[config.mk]
export PLATFORM = sky130hd
export DESIGN_NAME = scaler_stage
export DESIGN_NICKNAME = d
export VERILOG_FILES = /design/src/rtl/scaler_stage.sv
export SDC_FILE = /design/constraint.sdc
export NUM_CORES = 1
export LEC_CHECK = 0
export ABC_CLOCK_PERIOD_IN_PS = 6110
export BUFFER_PORTS_ARGS = -buffer_cell sky130_fd_sc_hd__buf_2
export CAP_MARGIN = 5
export CORE_MARGIN = 4
export CORE_UTILIZATION = 55
export DETAILED_ROUTE_END_ITERATION = 16
export PLACE_DENSITY = 0.87
export SLEW_MARGIN = 20
export SYNTH_ARGS = -nofsm -noshare
export SYNTH_HDL_FRONTEND = slang
export SYNTH_SLANG_ARGS = --single-unit
[constraint.sdc]
create_clock -name CLOCK -period 6.11 [get_ports CLOCK]
set_input_delay 0.3055 -clock CLOCK [delete_from_list [all_inputs] [get_ports CLOCK]]
set_output_delay 0.3055 -clock CLOCK [all_outputs]
set_load 0.1 [all_outputs]
[src/rtl/scaler_stage.sv]
// Binary scaler chain advanced by each falling edge of FS01 (rising FS01_n).
// Emits registered per-bit rise/fall strobes and a wrap strobe for each increment.
module scaler_stage #(
  parameter int NSTAGES = 16
) (
  input  logic               CLOCK,
  input  logic               SIM_RST,
  input  logic               FS01_n,
  input  logic               SCLCLR,
  input  logic               SCLHLD,
  output logic [NSTAGES-1:0] FS_n,
  output logic [NSTAGES-1:0] FA,
  output logic [NSTAGES-1:0] FB,
  output logic               SCLOVF
);

  logic               fs01_q;
  logic [NSTAGES-1:0] cnt_reg, cnt_next, cnt_inc;
  logic [NSTAGES-1:0] fa_reg, fa_next, fb_reg, fb_next;
  logic               ovf_reg, ovf_next;
  logic               advance, incr;

  // fs01_q resets high so a steady-high FS01_n at release is not an advance
  assign advance = FS01_n & ~fs01_q;
  assign incr    = advance & ~SCLCLR & ~SCLHLD;
  assign cnt_inc = cnt_reg + {{(NSTAGES-1){1'b0}}, 1'b1};

  generate
    for (genvar gi = 0; gi < NSTAGES; gi++) begin : g_edge
      assign fa_next[gi] = incr & ~cnt_reg[gi] &  cnt_inc[gi];
      assign fb_next[gi] = incr &  cnt_reg[gi] & ~cnt_inc[gi];
    end
  endgenerate

  assign ovf_next = incr & (&cnt_reg);

  // Clear wins over both hold and advance; discarded advances are not remembered
  always_comb begin
    cnt_next = cnt_reg;
    if (SCLCLR)
      cnt_next = '0;
    else if (incr)
      cnt_next = cnt_inc;
  end

  always_ff @(posedge CLOCK or negedge SIM_RST) begin
    if (!SIM_RST) begin
      fs01_q  <= 1'b1;
      cnt_reg <= '0;
      fa_reg  <= '0;
      fb_reg  <= '0;
      ovf_reg <= 1'b0;
    end else begin
      fs01_q  <= FS01_n;
      cnt_reg <= cnt_next;
      fa_reg  <= fa_next;
      fb_reg  <= fb_next;
      ovf_reg <= ovf_next;
    end
  end

  assign FS_n   = ~cnt_reg;
  assign FA     = fa_reg;
  assign FB     = fb_reg;
  assign SCLOVF = ovf_reg;

endmodule

-- Yosys cells after proc, flatten, opt, wreduce, memory -nomap -nowiden
Index checks and enable logic that the tools add are counted.
- bits of input ports: 5
- logic and storage cells: 114
- output and inout bits: 49
- register bits: 50
- mux-type cells: 2
- bitwise operators: 104
- reductions and logical operators: 2
- add/sub/neg operators: 1
- operators with widths (operator ; number):
    $and 1x1->1 ; 68
    $not 1->1 ; 35
    $mux 16 ; 2
    $add 16x1->16 const B ; 1
    $not 16->16 ; 1
    $reduce_and 16->1 ; 1
    $reduce_bool 2->1 ; 1

-- Depth between registers and ports, before layout
Gate-level depths: netlist of the first run.
- depth after elaboration: 6
- depth in mapped cells: 7
- gate-level depth less buffers: 6

-- Worst setup path after synthesis of the first run
No wires, ideal clock.
- kind: input to register
- start: in SCLCLR
- end: reg ovf_reg, in the netlist SCLOVF
- arrival: 1.947 ns
- cell stages on the path: 7
- path slack: 4.063 ns
- buffers on the path: 2
- required time: 6.010 ns
- library setup time: 0.100 ns
- cell sequence: buf_6 > or4b_4 > buf_6 > or4_4 > clkinv_2 > nand2_4 > nor4_4
- longest elaborated chain between the ends: 4
- RTL lines (what ; line ; source):
    start, declared ; 9 ; input logic SCLCLR,
    $not 1->1 ; 25 ; assign incr = advance & ~SCLCLR & ~SCLHLD;
    $and 1x1->1 (2 in series) ; 25 ;
    $and 1x1->1 ; 35 ; assign ovf_next = incr & (&cnt_reg);
    via ovf_next ; 20 ; logic ovf_reg, ovf_next;
    end signal, assigned ; 58 ; ovf_reg <= ovf_next;
    end, declared ; 20 ;
The timed path passes the listed nets, and every way through them passes these cells.
A chain may end at the register's enable or synchronous reset.

-- Final worst setup path of the first run
- start: reg fs01_q
- end: reg cnt_reg[14]
- longest elaborated chain between the ends: 5
- RTL lines (what ; line ; source):
    start, declared ; 17 ; logic fs01_q;
    start signal, assigned ; 54 ; fs01_q <= FS01_n;
    $not 1->1 ; 24 ; assign advance = FS01_n & ~fs01_q;
    $and 1x1->1 ; 24 ;
    $and 1x1->1 (2 in series) ; 25 ;
    $reduce_bool 2->1 (no source line) ; - ;
    end signal, assigned ; 55 ; cnt_reg <= cnt_next;
    end, declared ; 18 ; logic [NSTAGES-1:0] cnt_reg, cnt_next, cnt_inc;
No other way between the ends.

==> results.py, run 1 <==
metrics = {
    "sta": {
        "worstMarginPinSlew_ns": 0.707,
        "rsz0062_at_grt": "false",
        "finalCritPeriodShare": 0.333,
        "max_freq_mhz": 492,
        "hold_viol_final": 0,
        "tns_ns": 0,
        "setup_viol": 0,
        "drv_slew": 0,
        "min_period_ns": 2.03,
        "fin_skew_ns": 0.00925,
        "max_slew_margin": 0.522,
    },
    "critical_path": {
        "cp-end-kind": "flop",
        "crit_path_cell_trace": "or3b_2 > or3_1 > or4_1 > a21oi_1",
        "rr_worst_depth": 4,
        "worstPathRequired_ns": 6.40,
        "arrival_ns": 2.32,
        "crit_family": "simple AND/OR/NAND/NOR gates",
        "r2r_start": "fs01_q$_DFF_PN1_",
        "critical_path_buf_inv_count": 0,
        "cpMaxStageDelayCell": "or3b_2",
        "cp-startpoint": "fs01_q$_DFF_PN1_",
        "cp.depth": 4,
        "crit_fanout": 4,
        "crit_path_start_kind": "flop",
        "path_class": "reg -> reg",
        "slowest_delay_ns": 0.50,
    },
    "yosys": {
        "synth_flop_cell": "dfrtp_1",
        "async_reset_ff_frac": 1.00,
        "synthTopCellsByArea": "dfrtp_1 (62%), nor2_1 (5.7%), xnor2_1 (3.6%)",
        "synth.avg_cell_area_um2": 11.1,
        "yosysWarningCount": 0,
        "synthCells": 177,
        "synthesis.area_um2": 1960,
        "synth_edf_count": 0,
        "synth_nets": 183,
        "synth_seq_cells": 50,
        "yosysTopAreaCellShare": 0.625,
        "yosysTopAreaCell": "dfrtp_1",
        "synth_seq_area_share": 0.638,
        "yosysUniqueCellTypes": 34,
    },
    "routing": {
        "dr.pass1.iters": 4,
        "antenna_left": 0,
        "via_per_inst": 5.07,
        "wl_per_cell_um": 13.1,
        "num_vias": 1420,
        "first_iter_violations": 101,
        "drc_errors": 0,
        "routed_wl_um": 3660,
    },
    "cts": {
        "clkLatencyLatePin_ns": 0.36,
        "cts.clk_slew.worst_paths_ns": 0.13,
        "cts_tree": "built",
        "cts.path.max_buffers": 2,
        "post_cts_resized": 0,
        "clock-root-buffer": "clkbuf_4",
        "h-tree-depth": 2,
        "cts_buffers": 5,
        "clock-sinks": 50,
    },
    "floorplan": {
        "fp.coreArea_um2": 3390,
        "ios": 54,
        "start_util": 0.579,
        "rows": 21,
        "dieArea_um2": 4590,
        "die_height_um": 67.7,
        "die_w_um": 67.7,
    },
    "run_status": {
        "status": "completed",
    },
    "pwr": {
        "ir_drop_uv": 152,
        "powerDensity_nw_per_um2": 217,
        "p_leak_nw": 1.21,
    },
    "layout": {
        "drive_above_1_share": 0.295,
        "num_antenna_cells": 0,
        "area_growth_pct": 18.5,
        "fin_nets": 239,
        "fillers": 262,
        "final_core_util": 0.687,
    },
    "placed_design": {
        "gp_congestion": 0.855,
        "dp_hpwl_um": 2790,
        "portBuffers": 53,
    },
    "min_path": {
        "worstHoldPathCells": 1,
        "min_from": "FS01_n",
        "hp-class": "in -> reg",
    },
    "global_routing": {
        "grt_pass1_vias": 1341,
        "grt_usage": 0.183,
        "antenna_found_initial": 0,
        "grt_pass1_wl_um": 6130,
        "overflow": 0,
        "grt_max_degree": 51,
    },
    "flow_run": {
        "drv_cap": 0,
    },
}
-- through the flow --
step | total power, W | area (µm²) | instances | setup slack, ns | hold slack [ns]
6_report | 0.000504 | 2330 | 280 | 4.08 | 0.0602
5_1_grt | 0.000527 | 2330 | 280 | 3.93 | 0.0313
4_1_cts | 0.000508 | 2310 | 279 | 4.08 | 0.0557
3_5_place_dp | 0.000360 | 2250 | 271 | 3.90 | 0.441
3_3_place_gp | 0.000360 | 2250 | 271 | 3.94 | 0.441
2_1_floorplan | 0.000351 | 1960 | 177 | 4.06 | 0.00991
-- synth_stat cells, drive strengths merged (3+ instances only) --
cell / n
or3: 3
inv: 18
nand2: 12
nor2: 30
buf: 3
nand2b: 3
xnor2: 8
and3: 5
nand3: 5
nand4: 5
dfrtp: 49
o31ai: 3
nor3: 9
o21ai: 3
nor4: 4
-- worst paths after layout --
path / end / slack, ns
max in group asynchronous: FB[5]$_DFF_PN0_ / 5.23
setup reg to reg: cnt_reg[14]$_DFFE_PN0P_ / 4.08
hold / removal: fs01_q$_DFF_PN1_ / 0.06
setup / recovery: cnt_reg[14]$_DFFE_PN0P_ / 4.08
hold reg to reg: FA[5]$_DFF_PN0_ / 0.50
min in group asynchronous: FB[11]$_DFF_PN0_ / 0.47
-- layer usage --
metal / GRT usage / part of all wire / vias to the layer above
li1: - / - / 699
met1: 0.227 / 0.40 / 670
met2: 0.304 / 0.51 / 45
met3: 0.0582 / 0.077 / 6
met4: 0.0532 / 0.011 / 0
met5: 0 / 0 / -
-- power by group --
part / switching [W] / internal [W]
sequential: 0.00000103 / 0.000332
combinational: 0.0000165 / 0.00000416
clock: 0.0000949 / 0.0000554
total: 0.000113 / 0.000392
-- cell type report --
class	count	area, µm²	share of cell area
Clock inverter	2	12.5	0.00538
Clock buffer	6	51.3	0.0220
Sequential cell	50	1250	0.538
Inverter	19	72.6	0.0312
Tap cell	46	57.6	0.0247
Timing Repair Buffer	54	278	0.119
Multi-Input combinational cell	103	603	0.259
-- cell families after synthesis --
logic type,after synthesis,synth area share
AND/OR/NAND/NOR,83,0.224
XOR/XNOR,8,0.0357
AO/OA/AOI/OAI,9,0.0312
adder cells (fa/ha/maj),1,0.00637
multiplexers,2,0.0102
buffers and inverters,24,0.0548
flip-flops,50,0.638
-- placed cells by master (no fill, tap or decap), drive strengths merged, types with 5 or more instances in the layout --
cell	Yosys	routed
nand4	5	5
buf	3	53
nand2	12	12
nor2	30	30
inv	18	18
nand3	5	5
clkbuf	2	6
dfrtp	49	49
xnor2	8	8
nor3	9	9
and3	5	5
-- repair_timing --
action,4_1_cts,5_1_grt
buffers inserted,0,0
hold buffers,0,1
endpoints found under the setup margin,0,0
hold endpoints to repair,0,49
(Power assumes the default switching activity.)
==> run 2, diff against run 1 <==
Settings changed: ABC_CLOCK_PERIOD_IN_PS 6110 to 1700, CORE_UTILIZATION 55 to 46, PLACE_DENSITY 0.87 to 0.78.
Clock period 6.11 ns to 1.7 ns, I/O delays scaled along.
==> run 2 against run 1 <==
  * The flow now finishes with violations (negative setup slack)
  * Clock power rose to 5.6 times the previous value
  * Combinational power grew to 4.8 times the previous value
  * Via count grew 10%
  * Die area up 17%
  * Count of clock-buffer cells in the layout decreased by 1
  * Critical endpoint is now FA[12]$_DFF_PN0_
==> results.py, run 2 (synthesized netlist as in run 1, its figures left out) <==
metrics = {
    "layout": {
        "fin_area_um2": 2690,
        "area_growth_pct": 36.8,
        "drive_above_1_share": 0.431,
        "final_common_cell": "buf_2",
        "mostFrequentLayoutCells": "buf_2 (53), dfrtp_1 (49), nor2_1 (28), buf_4 (26), inv_1 (18)",
        "fin_nets": 265,
        "num_antenna_cells": 0,
    },
    "cts": {
        "clock-sinks": 50,
        "clkLatencyLatePin_ns": 0.30,
        "clock-root-buffer": "clkbuf_8",
        "cts.clk_slew.worst_paths_ns": 0.09,
        "h-tree-depth": 2,
        "cts.path.max_buffers": 2,
        "cts_tree": "built",
        "cts_buffers": 5,
    },
    "pwr": {
        "p_sw_frac": 0.219,
        "p_leak_nw": 1.39,
        "ir_drop_uv": 581,
        "power_frac_comb": 0.047,
        "power.internal_w": 0.00166,
        "powerDensity_nw_per_um2": 793,
        "clkPwrFrac": 0.392,
        "pwr-share-seq": 0.561,
        "p_sw_w": 0.000466,
    },
    "routing": {
        "antenna_left": 0,
        "wl_per_cell_um": 14.8,
        "dr.pass1.iters": 4,
        "routed_wl_um": 4580,
        "drc_errors": 0,
        "num_vias": 1564,
        "first_iter_violations": 97,
        "via_per_inst": 5.05,
    },
    "run_status": {
        "violations": "negative setup slack",
        "status": "finished, violations left",
    },
    "global_routing": {
        "overflow": 0,
        "antenna_found_initial": 0,
        "grt_max_degree": 27,
        "grt_usage": 0.177,
        "grt_pass1_wl_um": 7240,
        "grt_pass1_vias": 1537,
    },
    "critical_path": {
        "crit_fanout": 5,
        "arrival_ns": 2.09,
        "crit_path_start_kind": "flop",
        "worstPathRequired_ns": 1.92,
        "path_class": "reg -> reg",
        "cp-end-kind": "flop",
    },
    "flow_run": {
        "drv_cap": 0,
    },
    "sta": {
        "fin_skew_ns": 0.0101,
        "worstMarginPinSlew_ns": 0.559,
        "rsz0062_at_grt": "true",
        "max_slew_margin": 0.628,
        "min_period_ns": 1.87,
        "setup_slack_ns": -0.170,
        "max_freq_mhz": 535,
        "hold_viol_final": 0,
        "drv_slew": 0,
        "setup_viol": 12,
        "finalCritPeriodShare": 1.10,
        "hold-worst-slack_ns": 0.0255,
    },
    "floorplan": {
        "start_util": 0.484,
        "die_w_um": 73.3,
        "die_height_um": 73.3,
        "ios": 54,
        "fp.coreArea_um2": 4060,
        "dieArea_um2": 5380,
        "rows": 23,
    },
    "placed_design": {
        "gp_congestion": 0.847,
        "portBuffers": 53,
        "dp_hpwl_um": 3190,
        "place_area_um2": 2440,
    },
    "min_path": {
        "hp-class": "in -> reg",
    },
}
==> run 2: changes by cell type in the layout (fill, tap and decap cells not counted), sizes merged <==
cell      before  now
buf           53   79
bufinv         0    1
clkbuf         6    5
clkinvlp       1    0
inv           18   19
==> run 2: worst max-delay path, stage by stage, from the launching register on <==
cell and delay (ns):
dfstp_2 0.39, or4b_4 0.51, or4_4 0.55, clkinv_4 0.10
nand2_8 0.07, nor3_1 0.16
==> run 2: path summary, 6_finish.rpt <==
path | to | slack [ns] | start | cells past startpoint
worst max-delay path | FA[12]$_DFF_PN0_ | -0.17 | fs01_q$_DFF_PN1_ | 5
worst min-delay path | fs01_q$_DFF_PN1_ | 0.03 | FS01_n | 2
worst max register to register | FA[12]$_DFF_PN0_ | -0.17 | fs01_q$_DFF_PN1_ | 5
worst min register to register | FA[15]$_DFF_PN0_ | 0.49 | cnt_reg[15]$_DFFE_PN0P_ | 1
max in group asynchronous | FA[3]$_DFF_PN0_ | 0.79 | SIM_RST | 3
min in group asynchronous | FA[9]$_DFF_PN0_ | 0.30 | SIM_RST | 2
==> run 2: timing repair <==
item / 4_1_cts / 5_1_grt
pin swaps: 4 / 8
resized for setup: 4 / 18
endpoints found under the hold margin: 23 / 0
buffers inserted: 0 / 2
hold buffers: 1 / 0
endpoints found under the setup margin: 16 / 24
==> run 2: final cells by class <==
cell class	instances	area, µm²
fill	308	1370
sequential	50	1250
multi-input combinational	103	712
timing repair buffer	80	470
inverter	19	76.3
clock buffer	5	68.8
tap	50	62.6
clock inverter	3	43.8
==> run 2: per-layer routing <==
| layer | share of wire | wire (µm) | vias to the layer above | GRT usage |
|---|---|---|---|---|
| li1 | - | - | 743 | - |
| met1 | 0.42 | 1910 | 740 | 0.230 |
| met2 | 0.49 | 2270 | 70 | 0.282 |
| met3 | 0.070 | 319 | 11 | 0.0465 |
| met4 | 0.018 | 81 | 0 | 0.0744 |
| met5 | 0 | 0 | - | 0 |
==> run 2: metrics by stage <==
| stage | setup TNS [ns] | util | power, W | instances | setup WS [ns] |
|---|---|---|---|---|---|
| 2_1_floorplan | -1.65 | - | 0.00126 | 177 | -0.213 |
| 3_3_place_gp | -0.824 | 0.603 | 0.00131 | 299 | -0.148 |
| 3_5_place_dp | -1.30 | 0.603 | 0.00131 | 299 | -0.177 |
| 4_1_cts | -0.998 | 0.638 | 0.00214 | 308 | -0.127 |
| 5_1_grt | -2.11 | 0.662 | 0.00221 | 310 | -0.190 |
| 6_report | -1.17 | 0.662 | 0.00213 | 310 | -0.170 |
==> run 2: power groups by stage <==
| stage | Sequential, W | Clock [W] | Combinational, W |
|---|---|---|---|
| after floorplan | 0.00123 | 0 | 0.0000349 |
| after detailed placement | 0.00122 | 0 | 0.0000959 |
| after CTS | 0.00120 | 0.000851 | 0.0000982 |
| final | 0.00120 | 0.000835 | 0.000100 |
| after global placement | 0.00122 | 0 | 0.0000938 |
| after global routing | 0.00120 | 0.000899 | 0.000110 |
